## config.mk

```make
export PLATFORM = sky130hd
export DESIGN_NAME = watch_display
export DESIGN_NICKNAME = d
export VERILOG_FILES = /design/src/rtl/watch_display.sv
export SDC_FILE = /design/constraint.sdc
export NUM_CORES = 1
export LEC_CHECK = 0
export CORE_MARGIN = 4
export CORE_UTILIZATION = 40
export DETAILED_ROUTE_END_ITERATION = 6
export GPL_TIMING_DRIVEN = 0
export PLACE_DENSITY_LB_ADDON = 0.12
export SLEW_MARGIN = 20
export SYNTH_ARGS = -nofsm -noshare
export SYNTH_HDL_FRONTEND = slang
export SYNTH_SLANG_ARGS = --single-unit
```

## constraint.sdc

```tcl
create_clock -name Clk -period 4.3 [get_ports Clk]
set_input_delay 1.29 -clock Clk [delete_from_list [all_inputs] [get_ports Clk]]
set_output_delay 1.29 -clock Clk [all_outputs]
set_load 0.05 [all_outputs]
```

## src/rtl/watch_display.sv

```systemverilog
// Six-digit multiplexed seven-segment driver for the time-of-day counter.
// Snapshots seconds/minutes/hours once per frame and scans the BCD digits out one at a time.
module watch_display #(
    parameter int SCAN_DIV = 50000,
    parameter bit BLANK_LZ = 1'b1
) (
    input  logic       Clk,
    input  logic       reset,
    input  logic [5:0] seconds,
    input  logic [5:0] minutes,
    input  logic [4:0] hours,
    output logic [6:0] seg,
    output logic [5:0] an,
    output logic       colon,
    output logic       frame_tick
);

    localparam int PW = (SCAN_DIV > 1) ? $clog2(SCAN_DIV) : 1;
    localparam logic [PW-1:0] PRESC_MAX = PW'(SCAN_DIV - 1);

    logic [PW-1:0] presc;
    logic [2:0]    idx;
    logic [5:0]    snap_s;
    logic [5:0]    snap_m;
    logic [4:0]    snap_h;

    logic          last_p0;
    logic          frame_end_p0;
    logic [5:0]    fld_p0;
    logic          dash_p0;
    logic          blank_p0;
    logic [3:0]    digit_p0;
    logic [6:0]    seg_p0;
    logic [5:0]    an_p0;

    function automatic logic [6:0] seg_of(input logic [3:0] d);
        logic [6:0] s;
        case (d)
            4'd0:    s = 7'h3F;
            4'd1:    s = 7'h06;
            4'd2:    s = 7'h5B;
            4'd3:    s = 7'h4F;
            4'd4:    s = 7'h66;
            4'd5:    s = 7'h6D;
            4'd6:    s = 7'h7D;
            4'd7:    s = 7'h07;
            4'd8:    s = 7'h7F;
            4'd9:    s = 7'h6F;
            default: s = 7'h00;
        endcase
        return s;
    endfunction

    function automatic logic [3:0] digit_of(input logic [5:0] v, input logic tens);
        return tens ? 4'(v / 6'd10) : 4'(v % 6'd10);
    endfunction

    // Stage p0: pick the field for the current digit and encode it
    always_comb begin
        last_p0      = (presc == PRESC_MAX);
        frame_end_p0 = last_p0 && (idx == 3'd5);
        fld_p0       = snap_s;
        dash_p0      = (snap_s > 6'd59);
        case (idx)
            3'd2, 3'd3: begin
                fld_p0  = snap_m;
                dash_p0 = (snap_m > 6'd59);
            end
            3'd4, 3'd5: begin
                fld_p0  = {1'b0, snap_h};
                dash_p0 = (snap_h > 5'd23);
            end
            default: begin
                fld_p0  = snap_s;
                dash_p0 = (snap_s > 6'd59);
            end
        endcase
        digit_p0 = digit_of(fld_p0, idx[0]);
        // Dash is checked first, so an out-of-range hour is never blanked
        blank_p0 = BLANK_LZ && (idx == 3'd5) && (snap_h < 5'd10);
        if (dash_p0)
            seg_p0 = 7'h40;
        else if (blank_p0)
            seg_p0 = 7'h00;
        else
            seg_p0 = seg_of(digit_p0);
        an_p0 = 6'd1 << idx;
    end

    // Stage p1: scan counters, frame snapshot and registered display outputs
    always_ff @(posedge Clk or posedge reset) begin
        if (reset) begin
            presc      <= '0;
            idx        <= 3'd0;
            snap_s     <= 6'd0;
            snap_m     <= 6'd0;
            snap_h     <= 5'd0;
            seg        <= 7'h00;
            an         <= 6'b000000;
            colon      <= 1'b0;
            frame_tick <= 1'b0;
        end else begin
            presc <= last_p0 ? '0 : presc + 1'b1;
            if (last_p0)
                idx <= (idx == 3'd5) ? 3'd0 : idx + 3'd1;
            if (frame_end_p0) begin
                snap_s <= seconds;
                snap_m <= minutes;
                snap_h <= hours;
            end
            frame_tick <= frame_end_p0;
            seg        <= seg_p0;
            an         <= an_p0;
            colon      <= ~snap_s[0];
        end
    end

endmodule
```

==> reports/summary.log, run 1 <==
qor: outcome.run_status finished clean
qor: worst_hold_path.timing.hold.worst.class register to register
qor: power_and_ir_drop.power.net_switching 0.1762 mW
qor: power_and_ir_drop.seq_power_share 56.5%
qor: detailed_routing.detail_route.drc_violations 0
qor: global_route.antenna_found_initial 0
qor: placed_design.routabilityCongestion 0.8401
qor: detailed_routing.firstDrtPassIters 5
qor: die.initial_core_utilization 41.46%
qor: final_layout.diodes 0
qor: die.fp.dieArea 8533 um2
qor: clock_network.buffer_type_at_the_clock_tree_root sky130_fd_sc_hd__clkbuf_8
qor: clock_network.clock_net_sink_count 51
qor: worst_setup_path.ff2ff_setup_slack 0.22 ns
qor: timing.setup_viol 0
qor: detailed_routing.detailroute.via_count 2224
qor: detailed_routing.post_drt_wl_per_cell 14.67 um
qor: detailed_routing.postRouteAntennaNets 0
qor: die.pin_count 34
qor: final_layout.layout.cells.most_common sky130_fd_sc_hd__dfrtp_1
qor: worst_setup_path.critical_path.max_fanout 10
qor: placed_design.port_buffers 33
qor: flow_run.number_of_maximum_capacitance_constraint_violations 0
qor: power_and_ir_drop.swShare 20.78%
qor: logic_synthesis.synth_seq_area_share 44.82%
qor: logic_synthesis.synth_area_per_cell 10.28 um2
qor: worst_setup_path.timing.critical_path.cells buf_6 > buf_6 > and2_1 > ha_4 > and2_4 > a221oi_4 > o211ai_2 > buf_6 > o21a_4 > ha_4 > o21ai_1 > a221oi_2 > buf_4 > o21ai_4 > a21oi_4 > o32ai_4 > a221oi_4 > buf_4 > buf_4 > ha_1 > mux2_1 > o21ai_1
qor: logic_synthesis.yosys_register_bits 51
qor: detailed_routing.dr.first_iter.drc_count 127
qor: logic_synthesis.synth-edff-count 0
qor: placed_design.dp_hpwl 4549 um
qor: logic_synthesis.synthArstFlopShare 100.0%
qor: power_and_ir_drop.power.total 0.8475 mW
qor: worst_setup_path.worst_ep_required_time 4.53 ns
qor: worst_setup_path.regToRegStartpoint idx[0]
qor: placed_design.setup_ws_pre_cts -0.6533 ns
qor: clock_network.clk_latency 0.31 ns
qor: logic_synthesis.yosysWarnings 0
qor: worst_setup_path.worstPathBufferInverterCount 6
qor: timing.period_share 94.85%
qor: timing.timing.final.hold_violations 0
qor: final_layout.finalNetCount 360
qor: logic_synthesis.synthCells 277
qor: timing.fmaxAchievable 0.2452 GHz
qor: clock_network.clock_h_tree_levels 2
qor: final_layout.syn2layout_area_growth 30.67%
qor: placed_design.postPlaceCellArea 3318 um2
qor: die.die_w 92.38 um
qor: worst_setup_path.path_depth 22
qor: logic_synthesis.dominantRegCellSynth sky130_fd_sc_hd__dfrtp_1
qor: power_and_ir_drop.power.clock.fraction 40.2%
qor: worst_setup_path.cp_slowest_cell sky130_fd_sc_hd__dfrtp_1
qor: worst_setup_path.path_class register to register
qor: clock_network.tritoncts built
qor: timing.period_minus_slack 4.079 ns
qor: power_and_ir_drop.powerDensity 227.8 nW/um2
qor: die.chipHeight 92.38 um
qor: die.fp-row-count 30
qor: power_and_ir_drop.power_leakage 1.633 nW
qor: timing.final_max_slew_viol_count 0
qor: timing.final.setup.worst_slack 0.2214 ns
qor: worst_setup_path.endpoint_kind register
qor: die.design.core.area 6869 um2
qor: timing.slew-limit-headroom 64.99%
qor: detailed_routing.detail_route.vias_per_cell 5.196
qor: worst_setup_path.critical-path-max-stage-delay 0.38 ns
qor: worst_setup_path.worstSetupStartpoint idx[0]
qor: worst_setup_path.cp_top_family compound AO/OA/AOI/OAI gates
qor: global_route.groute.usage.overall 14.96%
qor: global_route.grt_first_pass_wirelength 10320 um
qor: clock_network.cts_inserted_buffers 5
qor: clock_network.bufs_on_longest_clock_path 2
qor: timing.fin_skew 0.01172 ns
qor: worst_setup_path.cp-endpoint seg[3]
qor: global_route.grt.overflow.total 0
qor: power_and_ir_drop.worst_ir_drop_vdd 0.1366 mV
qor: logic_synthesis.netlist-cell-type-count 67
qor: logic_synthesis.synth.net_count 306
qor: worst_setup_path.arrival 4.31 ns
qor: detailed_routing.routed_wl 6278 um
qor: power_and_ir_drop.pwr-share-comb 3.3%
qor: worst_setup_path.rr_worst_depth 22
qor: worst_setup_path.crit_path_start_kind register
qor: power_and_ir_drop.cellInternalPower 0.6714 mW
qor: final_layout.drive_gt1_share 24.40%
qor: timing.worst-slew-pin-transition 0.5252 ns
qor: final_layout.final_area 3721 um2
qor: clock_network.clkTransAtPathRegs 0.09 ns
qor: worst_setup_path.worst_r2r_endpoint seg[3]
qor: global_route.largest_net_degree_at_the_start_of_global_routing 31
qor: final_layout.final_cell_mix sky130_fd_sc_hd__dfrtp_1 (51), sky130_fd_sc_hd__clkdlybuf4s50_1 (33), sky130_fd_sc_hd__nand2_1 (21), sky130_fd_sc_hd__nor2_1 (20), sky130_fd_sc_hd__mux2_2 (15)
qor: logic_synthesis.synthesis.area 2848 um2
qor: global_route.first_global_vias 2177
==> power by group through the flow <==
stage / Combinational [mW] / Clock, mW / Sequential [mW]
final: 0.0276 / 0.341 / 0.479
after CTS: 0.0288 / 0.352 / 0.479
after detailed placement: 0.0288 / 0 / 0.489
after floorplan: 0.00716 / 0 / 0.489
after global routing: 0.0309 / 0.369 / 0.479
after global placement: 0.0262 / 0 / 0.489
==> worst min path at each step <==
stage	from	endpoint	depth (start not counted)
final	snap_s[0]	colon	1
after global routing	snap_s[0]	colon	1
after CTS	presc[0]	presc[0]	1
after detailed placement	presc[0]	presc[0]	1
after global placement	snap_s[0]	colon	1
after floorplan	snap_s[0]	colon	1
==> layer usage <==
layer  global-route usage (%)  vias up  wire length [um]
met4                    3.837        0                46
met1                    19.39     1055              2929
met2                    25.08       60              3018
met5                        0        -                 0
li1                         -     1100                 -
met3                    3.574        9               285
==> metrics by stage <==
stage | TNS [ns] | hold slack, ns | util, % | std cells
floorplan | 0 | 0.4205 | - | 277
global placement | -3.438 | 0.4735 | 48.01 | 406
detailed placement | -3.685 | 0.4815 | 48.31 | 407
CTS | -0.03555 | 0.4962 | 51.11 | 419
global route | -0.002264 | 0.5145 | 54.17 | 428
finish | 0 | 0.4805 | 54.17 | 428
==> final cells by class <==
class | instances | area (um2)
buffer | 8 | 61.31
clock buffer | 6 | 72.57
clock inverter | 2 | 38.79
fill | 614 | 3148
inverter | 11 | 48.80
multi-input combinational | 207 | 1655
sequential | 51 | 1276
tap | 96 | 120.1
timing repair buffer | 47 | 447.9
==> flip-flops by register name, indices dropped and copies added (netlist names) <==
register    count
snap_h          5
frame_tick      1
idx             3
snap_s          6
presc          16
snap_m          6
colon           1
an              6
seg             7
==> cells in the mapped netlist (3+ instances only) <==
master                     number  area share, %
sky130_fd_sc_hd__dfrtp_1       51             45
sky130_fd_sc_hd__nand2_1       22            2.9
sky130_fd_sc_hd__nor2_1        20            2.6
sky130_fd_sc_hd__mux2_2        15            5.9
sky130_fd_sc_hd__nand3_1       14            2.5
sky130_fd_sc_hd__o21ai_0       13            2.3
sky130_fd_sc_hd__ha_1          10            4.4
sky130_fd_sc_hd__xor2_1        10            3.1
sky130_fd_sc_hd__and3_1         8            1.8
sky130_fd_sc_hd__inv_1          8            1.1
sky130_fd_sc_hd__and2_1         7            1.5
sky130_fd_sc_hd__a21oi_1        6            1.1
sky130_fd_sc_hd__xnor2_1        5            1.5
sky130_fd_sc_hd__a211oi_1       4            1.1
sky130_fd_sc_hd__nor3_1         4           0.70
sky130_fd_sc_hd__o21a_1         4            1.1
sky130_fd_sc_hd__o21ai_1        4           0.70
sky130_fd_sc_hd__or2_2          4           0.88
sky130_fd_sc_hd__a21oi_2        3           0.92
sky130_fd_sc_hd__nand2b_1       3           0.66
sky130_fd_sc_hd__nor2b_1        3           0.66
==> worst reg2reg max path: stages (launching register included) <==
cell and delay (ns):
sky130_fd_sc_hd__dfrtp_1 0.38, sky130_fd_sc_hd__buf_6 0.14, sky130_fd_sc_hd__buf_6 0.14, sky130_fd_sc_hd__and2_1 0.16, sky130_fd_sc_hd__ha_4 0.21, sky130_fd_sc_hd__and2_4 0.15, sky130_fd_sc_hd__a221oi_4 0.23, sky130_fd_sc_hd__o211ai_2 0.17
sky130_fd_sc_hd__buf_6 0.16, sky130_fd_sc_hd__o21a_4 0.22, sky130_fd_sc_hd__ha_4 0.15, sky130_fd_sc_hd__o21ai_1 0.09, sky130_fd_sc_hd__a221oi_2 0.07, sky130_fd_sc_hd__buf_4 0.17, sky130_fd_sc_hd__o21ai_4 0.18, sky130_fd_sc_hd__a21oi_4 0.11
sky130_fd_sc_hd__o32ai_4 0.29, sky130_fd_sc_hd__a221oi_4 0.07, sky130_fd_sc_hd__buf_4 0.15, sky130_fd_sc_hd__buf_4 0.15, sky130_fd_sc_hd__ha_1 0.19, sky130_fd_sc_hd__mux2_1 0.30, sky130_fd_sc_hd__o21ai_1 0.12
==> cell families (layout without fill, tap and decap cells) <==
group           Yosys count  count (layout)  synth area share (%)
simple gates            101             101                 18.50
buf+inv                  19              74                 3.252
flops                    51              51                 44.82
fa+ha+maj                10              10                 4.394
xor+xnor                 15              15                 4.613
mux                      19              19                 7.557
compound gates           62              62                 16.87
==> repair_timing <==
action / 4_1_cts / 5_1_grt
endpoints found under the hold margin: 0 / 0
buffers inserted: 4 / 9
pin swaps: 1 / 13
hold buffers: 0 / 0
resized for setup: 10 / 24
endpoints found under the setup margin: 7 / 7
(Power assumes the default switching activity.)
==> inputs of run 2 (changes only) <==
--- a/config.mk
+++ b/config.mk
@@ -5,8 +5,9 @@
 export SDC_FILE = /design/constraint.sdc
 export NUM_CORES = 1
 export LEC_CHECK = 0
+export CAP_MARGIN = 30
 export CORE_MARGIN = 4
-export CORE_UTILIZATION = 40
+export CORE_UTILIZATION = 50
 export DETAILED_ROUTE_END_ITERATION = 6
 export GPL_TIMING_DRIVEN = 0
 export PLACE_DENSITY_LB_ADDON = 0.12
@@ -14,3 +15,4 @@
 export SYNTH_ARGS = -nofsm -noshare
 export SYNTH_HDL_FRONTEND = slang
 export SYNTH_SLANG_ARGS = --single-unit
+export TNS_END_PERCENT = 30
==> reports/summary.log, run 2 (same netlist as run 1, synthesis figures left out) <==
qor: placed_design.routabilityCongestion 0.8075
qor: clock_network.clk_latency 0.30 ns
qor: flow_run.number_of_maximum_capacitance_constraint_violations 0
qor: power_and_ir_drop.powerDensity 217.2 nW/um2
qor: timing.period_minus_slack 4.220 ns
qor: timing.setup_viol 0
qor: worst_setup_path.critical_path.max_fanout 10
qor: power_and_ir_drop.worst_ir_drop_vdd 0.1618 mV
qor: worst_setup_path.critical-path-max-stage-delay 0.38 ns
qor: outcome.run_status finished clean
qor: worst_setup_path.timing.critical_path.cells buf_6 > buf_8 > and2_4 > ha_4 > and2_4 > a221oi_4 > buf_4 > a211o_1 > o21a_1 > ha_2 > o21ai_2 > a221oi_2 > buf_4 > a21bo_2 > a221oi_4 > ha_2 > or2_2 > o32a_1 > and2_4 > o22a_1 > a31o_1
qor: timing.fin_skew 0.008776 ns
qor: die.fp.dieArea 6967 um2
qor: final_layout.top_register presc
qor: clock_network.cts_hold_repair.buffers 0
qor: detailed_routing.routed_wl 6147 um
qor: worst_setup_path.arrival 4.41 ns
qor: detailed_routing.detail_route.drc_violations 0
qor: detailed_routing.detail_route.vias_per_cell 5.541
qor: global_route.first_global_vias 2182
qor: worst_setup_path.endpoint_kind register
qor: die.design.core.area 5507 um2
qor: timing.slew-limit-headroom 60.46%
qor: clock_network.clock_net_sink_count 51
qor: final_layout.largest_registers presc (16), seg (7)
qor: final_layout.n_fill_cell 453
qor: final_layout.drive_gt1_share 24.92%
qor: detailed_routing.firstDrtPassIters 4
qor: timing.setup-tns-final 0 ns
qor: placed_design.port_buffers 33
qor: final_layout.syn2layout_area_growth 28.56%
qor: global_route.largest_net_degree_at_the_start_of_global_routing 28
qor: die.pin_count 34
qor: final_layout.layout.cells.most_common sky130_fd_sc_hd__dfrtp_1
qor: global_route.grt_first_pass_wirelength 10170 um
qor: placed_design.place.detailed.instances 383
qor: clock_network.buffer_type_at_the_clock_tree_root sky130_fd_sc_hd__clkbuf_8
qor: clock_network.bufs_on_longest_clock_path 2
qor: final_layout.finalNonFillerCells 405
qor: die.initial_core_utilization 51.72%
qor: worst_setup_path.crit_path_start_kind register
qor: detailed_routing.postRouteAntennaNets 0
qor: worst_setup_path.worst_ep_required_time 4.49 ns
qor: final_layout.diodes 0
qor: global_route.groute.usage.overall 17.69%
qor: power_and_ir_drop.power_leakage 1.634 nW
qor: clock_network.clkTransAtPathRegs 0.09 ns
qor: die.die_w 83.47 um
qor: timing.fmaxAchievable 0.2370 GHz
qor: placed_design.setup_ws_pre_cts -0.5596 ns
qor: worst_hold_path.timing.hold.worst.class register to register
qor: detailed_routing.dr.first_iter.drc_count 118
qor: final_layout.final_cell_mix sky130_fd_sc_hd__dfrtp_1 (51), sky130_fd_sc_hd__clkdlybuf4s50_1 (33), sky130_fd_sc_hd__nor2_1 (20), sky130_fd_sc_hd__nand2_1 (20), sky130_fd_sc_hd__mux2_2 (15)
qor: timing.final_max_slew_viol_count 0
qor: die.fp-row-count 27
qor: global_route.antenna_found_initial 0
qor: detailed_routing.detailroute.via_count 2244
qor: final_layout.finalNetCount 361
qor: global_route.grt.overflow.total 0
qor: detailed_routing.post_drt_wl_per_cell 15.18 um
qor: placed_design.dp_hpwl 4333 um
qor: final_layout.largest_reg_flops 16
qor: die.chipHeight 83.47 um
qor: timing.period_share 98.14%
qor: timing.worst-slew-pin-transition 0.5923 ns
qor: final_layout.fin_util 66.48%
qor: worst_setup_path.cp_slowest_cell sky130_fd_sc_hd__dfrtp_1
qor: timing.final.setup.worst_slack 0.08016 ns
qor: worst_setup_path.path_class register to register
qor: clock_network.cts_inserted_buffers 5
qor: clock_network.clock_h_tree_levels 2
qor: worst_setup_path.timing.critical_path.mode_cell sky130_fd_sc_hd__and2_4
qor: timing.timing.final.hold_violations 0
qor: clock_network.tritoncts built
-- run 2: per-stage QoR --
step | cell area, um2 | power (mW) | hold WS (ns)
2_1_floorplan | 2848 | 0.4959 | 0.4205
3_3_place_gp | 3268 | 0.5145 | 0.4681
3_5_place_dp | 3288 | 0.5172 | 0.4808
4_1_cts | 3421 | 0.8001 | 0.4943
5_1_grt | 3661 | 0.8282 | 0.5074
6_report | 3661 | 0.7953 | 0.4846
-- run 2: worst paths after layout --
| kind | end | depth (start not counted) | start | slack (ns) |
|---|---|---|---|---|
| min in group asynchronous | snap_s[0] | 2 | reset | 1.37 |
| max | seg[6] | 21 | idx[0] | 0.08 |
| min reg2reg | colon | 1 | snap_s[0] | 0.48 |
| max reg2reg | seg[6] | 21 | idx[0] | 0.08 |
| max in group asynchronous | an[0] | 3 | reset | 2.38 |
| min | colon | 1 | snap_s[0] | 0.48 |
-- run 2: repair_timing --
action	4_1_cts	5_1_grt
pin swaps	1	10
buffers inserted	2	12
endpoints found under the setup margin	7	7
resized for setup	6	29
-- run 2: final cells by class --
class | count | area, um2 | share of cell area, %
Multi-Input combinational cell | 207 | 1627 | 44.43
Sequential cell | 51 | 1276 | 34.86
Timing Repair Buffer | 48 | 459.2 | 12.54
Tap cell | 72 | 90.09 | 2.461
Clock buffer | 7 | 86.33 | 2.358
Buffer | 8 | 65.06 | 1.777
Inverter | 11 | 48.80 | 1.333
Clock inverter | 1 | 8.758 | 0.2392
-- run 2: power breakdown --
group          internal [mW]  switching (mW)
clock                  0.132           0.156
sequential             0.479               0
combinational         0.0161          0.0116
total                  0.627           0.168
-- run 2: worst max-delay path: cells and delay by family (launching register included) --
kind	cells	cell delay (ns)
AO/OA/AOI/OAI	10	1.78
adder cells (fa/ha/maj)	3	0.59
buffers and inverters	4	0.60
flip-flops	1	0.38
AND/OR/NAND/NOR	4	0.73
-- run 2: per-layer routing --
metal  vias to the layer above  share of wire [%]  track usage [%]
li1                       1107                  -                -
met1                      1090                 45            23.14
met2                        45                 51            29.96
met3                         2                3.7            4.047
met4                         0               0.41            4.094
met5                         -                  0                0
==> inputs of run 3 (changes only) <==
--- a/config.mk
+++ b/config.mk
@@ -5,11 +5,11 @@
 export SDC_FILE = /design/constraint.sdc
 export NUM_CORES = 1
 export LEC_CHECK = 0
-export CAP_MARGIN = 30
 export CORE_MARGIN = 4
 export CORE_UTILIZATION = 50
 export DETAILED_ROUTE_END_ITERATION = 6
 export GPL_TIMING_DRIVEN = 0
+export HOLD_SLACK_MARGIN = 0.1
 export PLACE_DENSITY_LB_ADDON = 0.12
 export SLEW_MARGIN = 20
 export SYNTH_ARGS = -nofsm -noshare
==> results of run 3 <==
The final DEF is identical to that of run 2; final timing and power are the same.
==> RTL change 1: new RTL, flow settings as in run 2 <==
Put one more register stage on the output `an`. The value now appears one clock later. The other outputs are not delayed to match.
--- a/src/rtl/watch_display.sv
+++ b/src/rtl/watch_display.sv
@@ -17,6 +17,8 @@
 
     localparam int PW = (SCAN_DIV > 1) ? $clog2(SCAN_DIV) : 1;
     localparam logic [PW-1:0] PRESC_MAX = PW'(SCAN_DIV - 1);
+
+    logic [5:0] an_s0;
 
     logic [PW-1:0] presc;
     logic [2:0]    idx;
@@ -96,7 +98,7 @@
             snap_m     <= 6'd0;
             snap_h     <= 5'd0;
             seg        <= 7'h00;
-            an         <= 6'b000000;
+            an_s0      <= 6'b000000;
             colon      <= 1'b0;
             frame_tick <= 1'b0;
         end else begin
@@ -110,9 +112,13 @@
             end
             frame_tick <= frame_end_p0;
             seg        <= seg_p0;
-            an         <= an_p0;
+            an_s0      <= an_p0;
             colon      <= ~snap_s[0];
         end
     end
 
+    always_ff @(posedge Clk) begin
+        an <= an_s0;
+    end
+
 endmodule
Behaviour: not the same (Yosys sat finds a counterexample within 4 cycles, from zero or initial values and one cycle with reset high).
==> RTL change 1 against run 2 <==
- total power up 35%
- sequential cell count is 6 higher
- global-route usage rose by 1.4 points
- final area increased by 4.6%
- wire length is 3.7% higher
- area after synthesis increased by 7.4%
- setup slack improved by 140 ps
- critical path type unchanged
==> RTL change 1: results (changes against run 2) <==
| Metric | Value |
|---|---|
| Clock share of power | `47.6% (+11 points)` |
| Vias/cell | `5.57 (+0.57%)` |
| Worst hold path cell count | `0 (-1)` |
| Met1 Wirelength | `2760 um (-0.43%)` |
| Clock Latency Late Sink | `350 ps (+50 ps)` |
| Cts bufs inserted | `9 (+4)` |
| Post-DP Area | `3500 um2 (+6.5%)` |
| FILL cells | `494 (+9.1%)` |
| Sequential share of the synthesized area | `45.7% (+0.85 points)` |
| Power Total | `1.07 mW (+35%)` |
| Power Combinational | `0.0271 mW (-2%)` |
| Routing usage on met1 | `23.8% (+0.63 points)` |
| Post-Layout Inst Area | `3830 um2 (+4.6%)` |
| Min-delay src | `an_s0[0]$_DFF_PP0_` |
| Drt wl/cell | `14.8 um (-2.3%)` |
| Ranking of synthesized cells by area | `dfrtp_1, mux2_2, ha_1` |
| First-pass GRT wire length | `11100 um (+8.8%)` |
| Status | `finished, final reports clean` |
| Syn nets | `329 (+7.5%)` |
| Clk pin slew, worst setup/hold paths | `70 ps (-20 ps)` |
| Met2 Resource Use GR | `31.3% (+1.4 points)` |
| Post-synthesis area per instance | `10.2 um2 (-0.85%)` |
| Slew @ Worst Pin | `632 ps (+39.8 ps)` |
| Post-synth top cells | `dfrtp_1, nand2_1, nand3_1` |
| Dpl hpwl | `4580 um (+5.8%)` |
| Worst-case clock buffer depth | `2 (unchanged)` |
| Hold Path Class | `flip-flop to flip-flop` |
| Post-synthesis async set-or-reset flop share | `89.5% (-11 points)` |
| Worst R2R Path Depth | `19 (-9.5%)` |
| Dpl ws | `-389 ps (+170 ps)` |
| Initial DRC count | `86 (-27%)` |
| Ant. Diodes | `0 (unchanged)` |
| Clk_skew | `10.3 ps (+1.55 ps)` |
| First-pass DRT Iterations | `4 (unchanged)` |
| Critical R2R Launch | `idx[1]$_DFFE_PP0N_` |
| Met3 Routed Length | `305 um (+33%)` |
| Routed via count | `2396 (+6.8%)` |
| Peak VDD IR | `0.191 mV (+18%)` |
| Largest net degree at the start of global routing | `35 (+25%)` |
| Number of library cell types mapped by synthesis | `70 (+4.5%)` |
| H-tree depth | `3 (+1)` |
| Leakage | `1.68 nW (+2.9%)` |
| Met3 global-route usage | `4.66% (+0.61 points)` |
| GRT Total Usage | `19.1% (+1.4 points)` |
| Reg2Reg Capture Point | `seg[6]$_DFF_PP0_` |
| Share of cells above drive strength 1 | `21.4% (-3.5 points)` |
| Hold Path Sink | `an[0]$_DFF_P_` |
| Worst reg2reg setup slack | `220 ps (+140 ps)` |
| Sw power | `0.239 mW (+42%)` |
| Placed cells | `409 (+6.8%)` |
| Met2 WL | `3180 um (+1.8%)` |
| Fin Hold WS | `343 ps (-142 ps)` |
| Nets | `379 (+5.0%)` |
[RTL change 1: how the worst max path moves through the flow]
stage | slack [ps] | endpoint | start
after detailed placement | -390 | seg[1]$_DFF_PP0_ | idx[1]$_DFFE_PP0N_
after global routing | 1 | seg[6]$_DFF_PP0_ | idx[1]$_DFFE_PP0N_
after CTS | 9 | seg[6]$_DFF_PP0_ | idx[1]$_DFFE_PP0N_
after floorplan | 100 | seg[6]$_DFF_PP0_ | idx[1]$_DFFE_PP0N_
final | 220 | seg[6]$_DFF_PP0_ | idx[1]$_DFFE_PP0N_
after global placement | -270 | seg[1]$_DFF_PP0_ | idx[1]$_DFFE_PP0N_
[RTL change 1: logic make-up (layout without fill, tap and decap cells)]
group	count (synthesis)	count (layout)	share of synthesized area, %
compound gates	69	69	17.7
xor+xnor	15	15	4.30
fa+ha+maj	10	10	4.09
buf+inv	32	87	5.11
flops	57	57	45.7
mux	14	14	5.11
simple gates	103	103	18.0
[RTL change 1: layout make-up]
class,instances,share of cell area [%]
multi-input combinational,211,41.4
sequential,57,36.5
timing repair buffer,39,10.1
clock buffer,10,3.59
buffer,15,2.61
tap,75,2.45
clock inverter,6,1.73
inverter,17,1.67
[RTL change 1: repair_timing]
item                       4_1_cts  5_1_grt
gates resized for setup          9       13
pin swaps                        4        7
setup buffers                    3        2
setup endpoints to repair        7        7
[RTL change 1: critical path, cell delays in order (launching register included)]
cell       delay, ps
dfrtp_1          390
buf_6            140
and2_1           180
ha_4             190
or4b_4           520
a211oi_4         260
nand2_1          110
and2_4           190
ha_4             280
nor3_4            50
a22oi_4          180
a21boi_4         250
a2111oi_2         90
or3b_1           390
buf_6            150
inv_2             60
ha_2             170
nor2_1            50
a31oi_1          210
o31ai_2           90
==> RTL change 2: new RTL, settings of run 2 <==
Made on the original files. Set the parameter `BLANK_LZ` to 1'b0 (it was 1'b1).
--- a/src/rtl/watch_display.sv
+++ b/src/rtl/watch_display.sv
@@ -2,7 +2,7 @@
 // Snapshots seconds/minutes/hours once per frame and scans the BCD digits out one at a time.
 module watch_display #(
     parameter int SCAN_DIV = 50000,
-    parameter bit BLANK_LZ = 1'b1
+    parameter bit BLANK_LZ = 1'b0
 ) (
     input  logic       Clk,
     input  logic       reset,
Formal check against the unedited RTL: same outputs for any inputs over 10 cycles, from zero or initial values and one cycle with reset high; that may be too few to reach the edited logic, so the function may still have changed.
==> RTL change 2 against run 2 <==
- sequential cell count did not move
- area after synthesis fell by 0.31%
- setup slack improved by 54 ps
- wire length fell by 1.6%
- die area fell by 0.29%
- critical endpoint is now seg[5]$_DFF_PP0_
- total power fell by 1.2%
- final area fell by 0.14%
- combinational power fell by 1%
==> RTL change 2: results (changes against run 2) <==
| Metric | Value |
|---|---|
| Status | `finished, final reports clean` |
| Largest net degree at the start of global routing | `33 (+18%)` |
| Clock share of power | `35.5% (-0.8 points)` |
| Synth Area in Compound Gates | `17.9% (+1.0 points)` |
| Worst R2R Path Depth | `19 (-9.5%)` |
| Fin Hold WS | `467 ps (-17.6 ps)` |
| Drt wl/cell | `14.9 um (-1.6%)` |
| Slowest CP cell | `or4b_4` |
| Crit share post-route | `96.9% (-1.3 points)` |
| Met2 Resource Use GR | `28.3% (-1.7 points)` |
| Sequential share of the synthesized area | `45.0% (+0.14 points)` |
| Dpl ws | `-643 ps (-83.2 ps)` |
| Int Pwr | `0.612 mW (-2.4%)` |
| Vias in the first global route | `2087 (-4.4%)` |
| Crit-path max cell delay | `580 ps (+200 ps)` |
| Worst reg2reg setup slack | `130 ps (+50 ps)` |
| Ranking of synthesized cells by area | `dfrtp_1, mux2_2, ha_1` |
| Clk_skew | `8.27 ps (-0.504 ps)` |
| Power Total | `0.786 mW (-1.2%)` |
| Placed cells | `381 (-0.52%)` |
| Met1 Wirelength | `2780 um (+0.40%)` |
| Worst-case clock buffer depth | `2 (unchanged)` |
| Vias/cell | `5.65 (+2.0%)` |
| Number of library cell types mapped by synthesis | `62 (-7.5%)` |
| Multi-input gate area | `1590 um2 (-2.5%)` |
| Dpl hpwl | `4340 um (+0.14%)` |
| GRT Total Usage | `17.9% (+0.17 points)` |
| Syn nets | `303 (-0.98%)` |
| Final Wtd Congestion | `0.928 (+15%)` |
| Reg2Reg Capture Point | `seg[5]$_DFF_PP0_` |
| Min-delay src | `presc[0]$_DFF_PP0_` |
| Synth Area in XOR/XNOR | `4.63% (+0.014 points)` |
| Post-Synth Adder-Cell Area | `3.97% (-0.43 points)` |
| Initial DRC count | `144 (+22%)` |
| Post-DP Area | `3290 um2 (+0.19%)` |
| Share of cells above drive strength 1 | `24.3% (-0.60 points)` |
| Met3 Routed Length | `367 um (+60%)` |
| Routed via count | `2288 (+2.0%)` |
| First-pass GRT wire length | `10100 um (-0.33%)` |
| CP Capture Point | `seg[5]$_DFF_PP0_` |
| Post-synth top cells | `dfrtp_1, nor2_1, nand2_1` |
| Worst path arrival time | `4380 ps (-30 ps)` |
| FILL cells | `469 (+3.5%)` |
| Hold Path Sink | `presc[0]$_DFF_PP0_` |
| Peak VDD IR | `0.149 mV (-8.2%)` |
| Met3 global-route usage | `3.37% (-0.67 points)` |
| Nets | `360 (-0.28%)` |
| Slew @ Worst Pin | `595 ps (+3.09 ps)` |
| Met2 WL | `2800 um (-10%)` |
| Post-synthesis area per instance | `10.3 um2 (+0.42%)` |
-- RTL change 2: changes by cell type after synthesis, moves of 3 or more --
cell	delta
o32ai_1	+3
o21ai_0	-7
o22ai_1	+4
a21o_1	+3
nor2_1	+3
o21a_1	-3
a21oi_2	-3
clkbuf_1	+4
-- RTL change 2: final cells by class --
cell class,instances,area share [%]
Timing Repair Buffer,50,12.9
Multi-Input combinational cell,201,43.4
Sequential cell,51,34.9
Clock buffer,6,1.98
Clock inverter,2,0.445
Tap cell,72,2.46
Buffer,12,2.81
Inverter,11,1.13
-- RTL change 2: worst max-delay path, delay by kind of cell, from the launching register on --
family          cells  cell delay (ps)
fa+ha+maj           2              360
buf+inv             4              570
compound gates      6             1020
flops               1              410
simple gates        7             1700
-- RTL change 2: repair_timing --
item,4_1_cts,5_1_grt
setup endpoints to repair,7,7
pin swaps,7,11
setup buffers,8,8
resized for setup,18,18
